### src/rtl/pc_fetch_unit_pkg.sv
// Shared constants and types for the fetch stage: widths, NOP encoding,
// GOTO/CALL target field and PCLATH page bits.
package pc_fetch_unit_pkg;

  localparam int PC_WIDTH    = 13;
  localparam int INSTR_WIDTH = 14;
  localparam int STACK_DEPTH = 8;
  localparam int SP_WIDTH    = $clog2(STACK_DEPTH);

  localparam logic [INSTR_WIDTH-1:0] NOP_WORD = 14'h0000;

  typedef enum logic [2:0] {
    PC_HOLD,
    PC_INCR,
    PC_PCL,
    PC_JUMP,
    PC_CALL,
    PC_RET
  } pc_sel_e;

  // GOTO/CALL destination: page bits PCLATH[4:3] over the 11-bit literal.
  function automatic logic [PC_WIDTH-1:0] branch_target(input logic [4:0] pclath,
                                                         input logic [INSTR_WIDTH-1:0] instr);
    return {pclath[4:3], instr[10:0]};
  endfunction

endpackage

### src/rtl/pc_fetch_unit_stack.sv
// Circular hardware return stack with occupancy tracking and sticky
// overflow/underflow flags. Contents are deliberately left unreset.
module pc_fetch_unit_stack
  import pc_fetch_unit_pkg::*;
(
  input  logic                clk,
  input  logic                rst,
  input  logic                push_i,
  input  logic                pop_i,
  input  logic [PC_WIDTH-1:0] push_data_i,
  output logic [PC_WIDTH-1:0] pop_data_o,
  output logic                ovf_o,
  output logic                unf_o
);

  logic [PC_WIDTH-1:0] mem_q [STACK_DEPTH];
  logic [SP_WIDTH-1:0] sp_q, sp_m1;
  logic [SP_WIDTH:0]   occ_q;
  logic                ovf_q, unf_q;

  assign sp_m1      = sp_q - SP_WIDTH'(1);
  assign pop_data_o = mem_q[sp_m1];
  assign ovf_o      = ovf_q;
  assign unf_o      = unf_q;

  always_ff @(posedge clk) begin
    if (rst) begin
      sp_q  <= '0;
      occ_q <= '0;
      ovf_q <= 1'b0;
      unf_q <= 1'b0;
    end else if (pop_i) begin
      sp_q <= sp_m1;
      if (occ_q == '0) unf_q <= 1'b1;
      else             occ_q <= occ_q - 1'b1;
    end else if (push_i) begin
      sp_q <= sp_q + SP_WIDTH'(1);
      // Full stack: the write lands on the oldest entry, occupancy saturates.
      if (occ_q == (SP_WIDTH+1)'(STACK_DEPTH)) ovf_q <= 1'b1;
      else                                      occ_q <= occ_q + 1'b1;
    end
  end

  always_ff @(posedge clk) begin
    if (push_i && !pop_i && !rst) mem_q[sp_q] <= push_data_i;
  end

endmodule

### src/rtl/pc_fetch_unit.sv
// Fetch stage: program counter, instruction register and return stack,
// driven by the decoder's per-Q-cycle strobes.
module pc_fetch_unit
  import pc_fetch_unit_pkg::*;
(
  input  logic                   clk,
  input  logic                   rst,
  input  logic                   instr_rd_en,
  input  logic                   instr_flush,
  input  logic                   pc_incr_en,
  input  logic                   pc_j_en,
  input  logic                   pc_call_en,
  input  logic                   pc_ret_en,
  input  logic                   pcl_wr_en,
  input  logic [7:0]             pcl_wr_data,
  input  logic [4:0]             pclath,
  output logic [PC_WIDTH-1:0]    prog_addr,
  input  logic [INSTR_WIDTH-1:0] prog_data,
  output logic [INSTR_WIDTH-1:0] instr_current,
  output logic [7:0]             pcl_out,
  output logic                   stack_ovf,
  output logic                   stack_unf
);

  logic [PC_WIDTH-1:0]    pc_q, pc_d, stk_top;
  logic [INSTR_WIDTH-1:0] ir_q, ir_d;
  pc_sel_e                sel;

  always_comb begin
    sel = PC_HOLD;
    if      (pc_ret_en)  sel = PC_RET;
    else if (pc_call_en) sel = PC_CALL;
    else if (pc_j_en)    sel = PC_JUMP;
    else if (pcl_wr_en)  sel = PC_PCL;
    else if (pc_incr_en) sel = PC_INCR;
  end

  // Targets come from the executing word in ir_q, never from prog_data.
  always_comb begin
    pc_d = pc_q;
    unique case (sel)
      PC_RET:           pc_d = stk_top;
      PC_CALL, PC_JUMP: pc_d = branch_target(pclath, ir_q);
      PC_PCL:           pc_d = {pclath, pcl_wr_data};
      PC_INCR:          pc_d = pc_q + PC_WIDTH'(1);
      default:          pc_d = pc_q;
    endcase
  end

  always_comb begin
    ir_d = ir_q;
    if      (instr_flush) ir_d = NOP_WORD;
    else if (instr_rd_en) ir_d = prog_data;
  end

  always_ff @(posedge clk) begin
    if (rst) begin
      pc_q <= '0;
      ir_q <= NOP_WORD;
    end else begin
      pc_q <= pc_d;
      ir_q <= ir_d;
    end
  end

  pc_fetch_unit_stack u_stack (
    .clk         (clk),
    .rst         (rst),
    .push_i      (sel == PC_CALL),
    .pop_i       (sel == PC_RET),
    .push_data_i (pc_q),
    .pop_data_o  (stk_top),
    .ovf_o       (stack_ovf),
    .unf_o       (stack_unf)
  );

  assign prog_addr     = pc_q;
  assign pcl_out       = pc_q[7:0];
  assign instr_current = ir_q;

endmodule

### config.mk
export PLATFORM = sky130hd
export DESIGN_NAME = pc_fetch_unit
export DESIGN_NICKNAME = d
export VERILOG_FILES = /design/src/rtl/pc_fetch_unit_pkg.sv /design/src/rtl/pc_fetch_unit_stack.sv /design/src/rtl/pc_fetch_unit.sv
export SDC_FILE = /design/constraint.sdc
export NUM_CORES = 1
export LEC_CHECK = 0
export CAP_MARGIN = 30
export CORE_AREA = 3 3 121 123
export DETAILED_ROUTE_END_ITERATION = 10
export DIE_AREA = 0 0 124 126
export GPL_ROUTABILITY_DRIVEN = 0
export GPL_TIMING_DRIVEN = 0
export PLACE_DENSITY_LB_ADDON = 0.1
export SYNTH_ARGS = -nofsm -noshare
export SYNTH_HDL_FRONTEND = slang
export SYNTH_SLANG_ARGS = --single-unit
export TNS_END_PERCENT = 1
### constraint.sdc
create_clock -name clk -period 7.3 [get_ports clk]
set_input_delay 1.46 -clock clk [delete_from_list [all_inputs] [get_ports clk]]
set_output_delay 1.46 -clock clk [all_outputs]
set_load 0.01 [all_outputs]
== Yosys cells after proc, flatten, opt, wreduce, memory -nomap -nowiden ==
Memory sizes are Yosys's and may differ from the RTL's.
Index checks and enable logic that the tools add are counted.

* Reduce and logical (&&, ||, !) cells: 12
* Add/subtract/negate cells: 5
* Multiplexer cells: 14
* Equality and inequality tests: 8
* Bitwise gates (word level): 1

{| class="wikitable"
|+ Operators by type and width
! cell !! count
|-
| $pmux 13 s4 || 1
|-
| $mux 4 || 4
|-
| $add 13x1->13 const B || 1
|-
| $mux 3 || 4
|-
| $eq 3x2->1 const B || 2
|-
| $eq 3x3->1 const B || 2
|-
| $reduce_and 3->1 || 2
|-
| $add 4x1->4 const B || 1
|-
| $eq 4x4->1 const B || 1
|-
| $logic_not 4->1 || 1
|-
| $mux 2 || 2
|-
| $reduce_bool 4->1 || 1
|-
| $reduce_or 2->1 || 2
|-
| $sub 4x1->4 const B || 1
|-
| $add 3x1->3 const B || 1
|-
| $eq 3x1->1 const B || 1
|-
| $mux 1 || 3
|-
| $sub 3x1->3 const B || 1
|-
| $logic_and 1x1->1 || 2
|-
| $logic_not 1->1 || 2
|-
| $ne 2x1->1 const B || 1
|-
| $ne 2x2->1 const B || 1
|-
| $reduce_and 2->1 || 1
|-
| $reduce_bool 2->1 || 1
|-
| $not 1->1 || 1
|}

* Logic and storage cells: 47
* Memories kept: 1
* Bits in writable memories: 104
* Input bits: 36
* Flip-flop bits (word level): 36

{| class="wikitable"
|+ Memories
! name !! words !! width !! read ports !! clocked after memory_dff !! wr ports !! line !! source
|-
| u_stack.mem_q || 8 || 13 || 1 || 0 || 1 || pc_fetch_unit_stack.sv:16 || <nowiki>logic [PC_WIDTH-1:0] mem_q [STACK_DEPTH];</nowiki>
|}

== Logic depth before layout (Yosys ltp) ==
* Depth in word-level cells: 11
* Mapped depth: 10
* Gate-level depth less buffers: 7

== Cells and area by module ==
A second synthesis with hierarchy kept.

* Cell total of the unflattened synthesis: 437
* Area total of the unflattened synthesis: 6132.1 sq um

{| class="wikitable"
|+ Modules (own cells, without submodules)
! module !! area an instance (sq um) !! instances !! cells each
|-
| pc_fetch_unit_stack || 4475.5 || 1 || 220
|-
| pc_fetch_unit || 1656.6 || 1 || 217
|}

== Least setup slack after synthesis ==
No wires, ideal clock.

* Path type: input -> register
* Start: input pc_call_en
* End: memory u_stack.mem_q[1][0], enable pin
* Setup time: 0.400 ns
* Data arrival time: 2.830 ns
* Path buffers: 0
* Data required time: 6.900 ns
* Cell stages on the path: 3
* Path slack: 4.071 ns
* Cells stage by stage: nor2b_1 nand3_1 nor3_1

* Longest elaborated chain between the ends: 8
* Elaborated cells on any way between the ends: 9

{| class="wikitable"
|+ RTL lines
! item !! line !! source
|-
| from (decl) || pc_fetch_unit.sv:12 || <nowiki>input logic pc_call_en,</nowiki>
|-
| $mux 3 (*) || pc_fetch_unit.sv:32 || <nowiki>else if (pc_call_en) sel = PC_CALL;</nowiki>
|-
| $mux 3 (*) || pc_fetch_unit.sv:31 || <nowiki>if (pc_ret_en) sel = PC_RET;</nowiki>
|-
| $eq 3x3->1 || pc_fetch_unit.sv:70 || <nowiki>.pop_i (sel == PC_RET),</nowiki>
|-
| $logic_not 1->1 || pc_fetch_unit_stack.sv:45 || <nowiki>if (push_i && !pop_i && !rst) mem_q[sp_q] <= push_data_i;</nowiki>
|-
| $logic_and 1x1->1 (*) (2 in a row) || pc_fetch_unit_stack.sv:45 ||
|-
| $mux 1 (*) || pc_fetch_unit_stack.sv:45 ||
|-
| $mux 1 (implied by the code) (*) || pc_fetch_unit_stack.sv:45 ||
|-
| to (decl) || pc_fetch_unit_stack.sv:16 ||
|}

Every way passes the cells marked *; elsewhere a longest branch is shown, timed or not.

== Worst setup path in the final report ==
* Start: input pc_call_en
* End: memory u_stack.mem_q[3][3], enable pin

The elaborated chain is that of the path after synthesis.

==> results by group <==
Outcome
  – Outcome: finished clean

Synthesis
  – Synth Cell Area: 6080 um^2
  – Most common cell in the netlist: edfxtp_1
  – Mapped Cells: 449
  – Synth area leader: edfxtp_1
  – Mapped Avg Cell Area: roughly 14 um^2
  – Ys async rst share: 0%
  – Post-synthesis cell type count: 49
  – Post-synthesis sequential area ratio: 63.3%
  – Synth area leaders: edfxtp_1, dfxtp_1, mux4_2
  – Post-synth EDFFs: 104
  – Syn Nets: 491
  – Main synth FF type: edfxtp_1
  – Top cells by count, synth: edfxtp_1, nor2_1, dfxtp_1
  – Yosys reg bits: 140
  – Synth warn: 0
  – Yosys top cell area share: 51.4%

Global route
  – Largest net degree at the start of global routing: 17
  – First-pass GRT wire length: 23.3 mm
  – Met3 usage: approximately 5.4%
  – Met1 Usage GRT: between 20% and 30%
  – Initial antenna violation count: 0
  – Global route hottest layer: met2
  – Overflow after GRT: 0
  – Total GRT Usage: between 20% and 30%
  – M2 GR Usage: 30.5%
  – Vias in the first global route: 4033

Clock tree
  – CTS root buf: clkbuf_16
  – Post-CTS Resized: 0
  – H-tree depth: 4
  – CTS tree: built
  – Reg clk slew, reported paths: around 0.06 ns
  – Clk sinks: 140
  – Worst-skew pair later-pin latency: around 0.42 ns
  – # Post-CTS Setup Buffers: 0
  – CTS max path bufs: 2
  – Hold-fix buffers, CTS: 0
  – Cts bufs inserted: 17

Critical path
  – CP arrival: 3.53 ns
  – Startpoint types: input port
  – Critical path, cell by cell: clkdlybuf4s50_1, nor2b_1, nand3_1, nor2_2
  – Critical path's largest stage delay: between 0.7 and 0.8 ns
  – Worst path required time: 7.34 ns
  – Slowest stage cell, crit path: nor2_2
  – CP Buf/Inv Count: 1
  – CP Max Fanout: 13
  – Critical Path Sink Type: flip-flop
  – Cell count along the critical path: 4
  – Top Family by Delay on Critical Path: simple AND/OR/NAND/NOR gates
  – Worst reg2reg path depth: 9
  – WS Path Type: in2reg

Placement
  – Cell Area, Placed: 7080 um^2
  – HPWL Detailed: 10.3 mm
  – Setup WS pre-CTS: 3.27 ns
  – Port Buffer Count: 70

Die
  – Ports: 73
  – Die Y: 126 um
  – # rows: 43
  – Initial Util: between 40 and 50%
  – Chip Width: ~120 um
  – Core Box Area: 13800 um^2
  – Die footprint: roughly 16000 um^2

STA
  – Post-route clock period utilization: 47.8%
  – Setup_tns: 0 ns
  – Final hold slack: 0.476 ns
  – F_max: 287 MHz
  – Worst slew margin: 41.7%
  – Tmin final: 3.49 ns
  – Fin. Hold Viols: 0
  – Least-Margin Pin Slew: around 0.87 ns
  – Final setup viols: 0
  – Final worst slack: 3.81 ns
  – Clock Skew: about 0.0076 ns
  – Number of max-slew violations in the final report: 0
  – Unrepaired setup endpoints after global routing: false

Routing
  – Detailed Route Iter0 Violations: 336
  – WL/cell: 19.8 um
  – Routed Antenna Nets: 0
  – DR DRC count: 0
  – Vias per cell: 5.49
  – Final WL: approximately 15 mm
  – Vias after detailed routing: 4047
  – 1st-pass router iterations: 5

Finish
  – Area Overhead vs Synth: 26.7%
  – Sequential cell area: 3840 um^2
  – # diodes: 0
  – Net count, final: 586
  – Final Cell Area: 7700 um^2
  – Multi-input logic area: 2050 um^2
  – Layout cells sized above 1: 15.1%
  – # fillers: 1197

Worst hold path
  – WHS Path Cells: 2
  – HP Class: reg2reg

Power
  – Pwr per Cell Area: approximately 290 nW/um^2
  – Peak supply drop: 0.158 mV
  – Leak Pwr: 2.69 nW

Job
  – Max-cap violations: 0
[stage by stage]
step | util (%) | instances | power, mW
after floorplan | - | 449 | 1.21
after global placement | 50.8 | 699 | 1.35
after detailed placement | 51.4 | 705 | 1.36
after CTS | 55.9 | 737 | 2.22
after global routing | 55.9 | 737 | 2.30
final | 55.9 | 737 | 2.20
[kinds of logic after synthesis]
family                   Yosys count  synth area share, %
adder cells (fa/ha/maj)            6                 1.36
flip-flops                       140                 63.3
multiplexers                      46                 12.1
XOR/XNOR                          14                 2.33
buffers and inverters             41                 3.25
AO/OA/AOI/OAI                     75                 8.03
AND/OR/NAND/NOR                  127                 9.64
[placed cells by master (no fill, tap or decap), drive strengths merged, types with 2 or more instances in the layout]
cell | Yosys | routed
edfxtp | 104 | 104
clkdlybuf4s50 | 0 | 70
nor2 | 45 | 45
clkbuf | 16 | 41
dfxtp | 36 | 36
nand2 | 32 | 32
a21oi | 29 | 29
mux2i | 23 | 23
buf | 16 | 22
mux4 | 21 | 21
nand3 | 15 | 15
o21ai | 13 | 13
nor3 | 12 | 12
a211oi | 11 | 11
inv | 9 | 10
xnor2 | 8 | 8
xor2 | 6 | 6
clkinv | 0 | 6
nor2b | 5 | 5
ha | 5 | 5
a2111oi | 3 | 3
a311oi | 3 | 3
a21o | 3 | 3
o2111ai | 3 | 3
a221oi | 3 | 3
nand2b | 2 | 2
nor4 | 2 | 2
and2 | 2 | 2
and4 | 2 | 2
nand4 | 2 | 2
or2 | 2 | 2
nor3b | 2 | 2
mux2 | 2 | 2
[report_power, final]
group | internal, mW | switching [mW] | total [mW]
clock network | 0.542 | 0.321 | 0.863
logic | 0.185 | 0.189 | 0.374
registers | 0.907 | 0.0613 | 0.968
[final timing paths]
| path | startpoint | endpoint | slack, ns |
|---|---|---|---|
| max | pc_call_en | u_stack.mem_q[3][3]$_DFFE_PP_ | 3.81 |
| min | u_stack.ovf_o$_SDFFE_PP0P_ | u_stack.ovf_o$_SDFFE_PP0P_ | 0.48 |
| max reg2reg | u_stack.sp_q[0]$_SDFFE_PP0P_ | prog_addr[9]$_SDFFE_PP0P_ | 3.89 |
| min reg2reg | u_stack.ovf_o$_SDFFE_PP0P_ | u_stack.ovf_o$_SDFFE_PP0P_ | 0.48 |
[metal layers]
metal / vias up / share of wire [%] / wire, um
li1: 1892 / - / -
met1: 1986 / 45 / 6520
met2: 151 / 47 / 6860
met3: 18 / 6.8 / 993
met4: 0 / 1.5 / 213
met5: - / 0 / 0
[area by class of cell]
class / count / share of cell area [%]
Buffer: 32 / 2.13
Clock buffer: 25 / 7.41
Clock inverter: 7 / 0.569
Inverter: 9 / 0.439
Multi-Input combinational cell: 268 / 26.7
Sequential cell: 140 / 49.9
Tap cell: 180 / 2.93
Timing Repair Buffer: 76 / 9.93
[worst reg2reg max path: cells and delay by family, from the launching register on]
kind / cells / cell delay (ns)
AOI/OAI and AO/OA: 3 / 0.71
adders and majority gates: 1 / 0.31
buffers and inverters: 4 / 1.34
DFF: 1 / 0.54
muxes: 1 / 0.41
[registers in the layout, summed over array words and instances (netlist names)]
signal	count
u_stack.mem_q	104
instr_current	14
prog_addr	13
u_stack.occ_q	4
u_stack.unf_o	1
u_stack.sp_q	3
u_stack.ovf_o	1
Power figures use the tool's default switching activity.
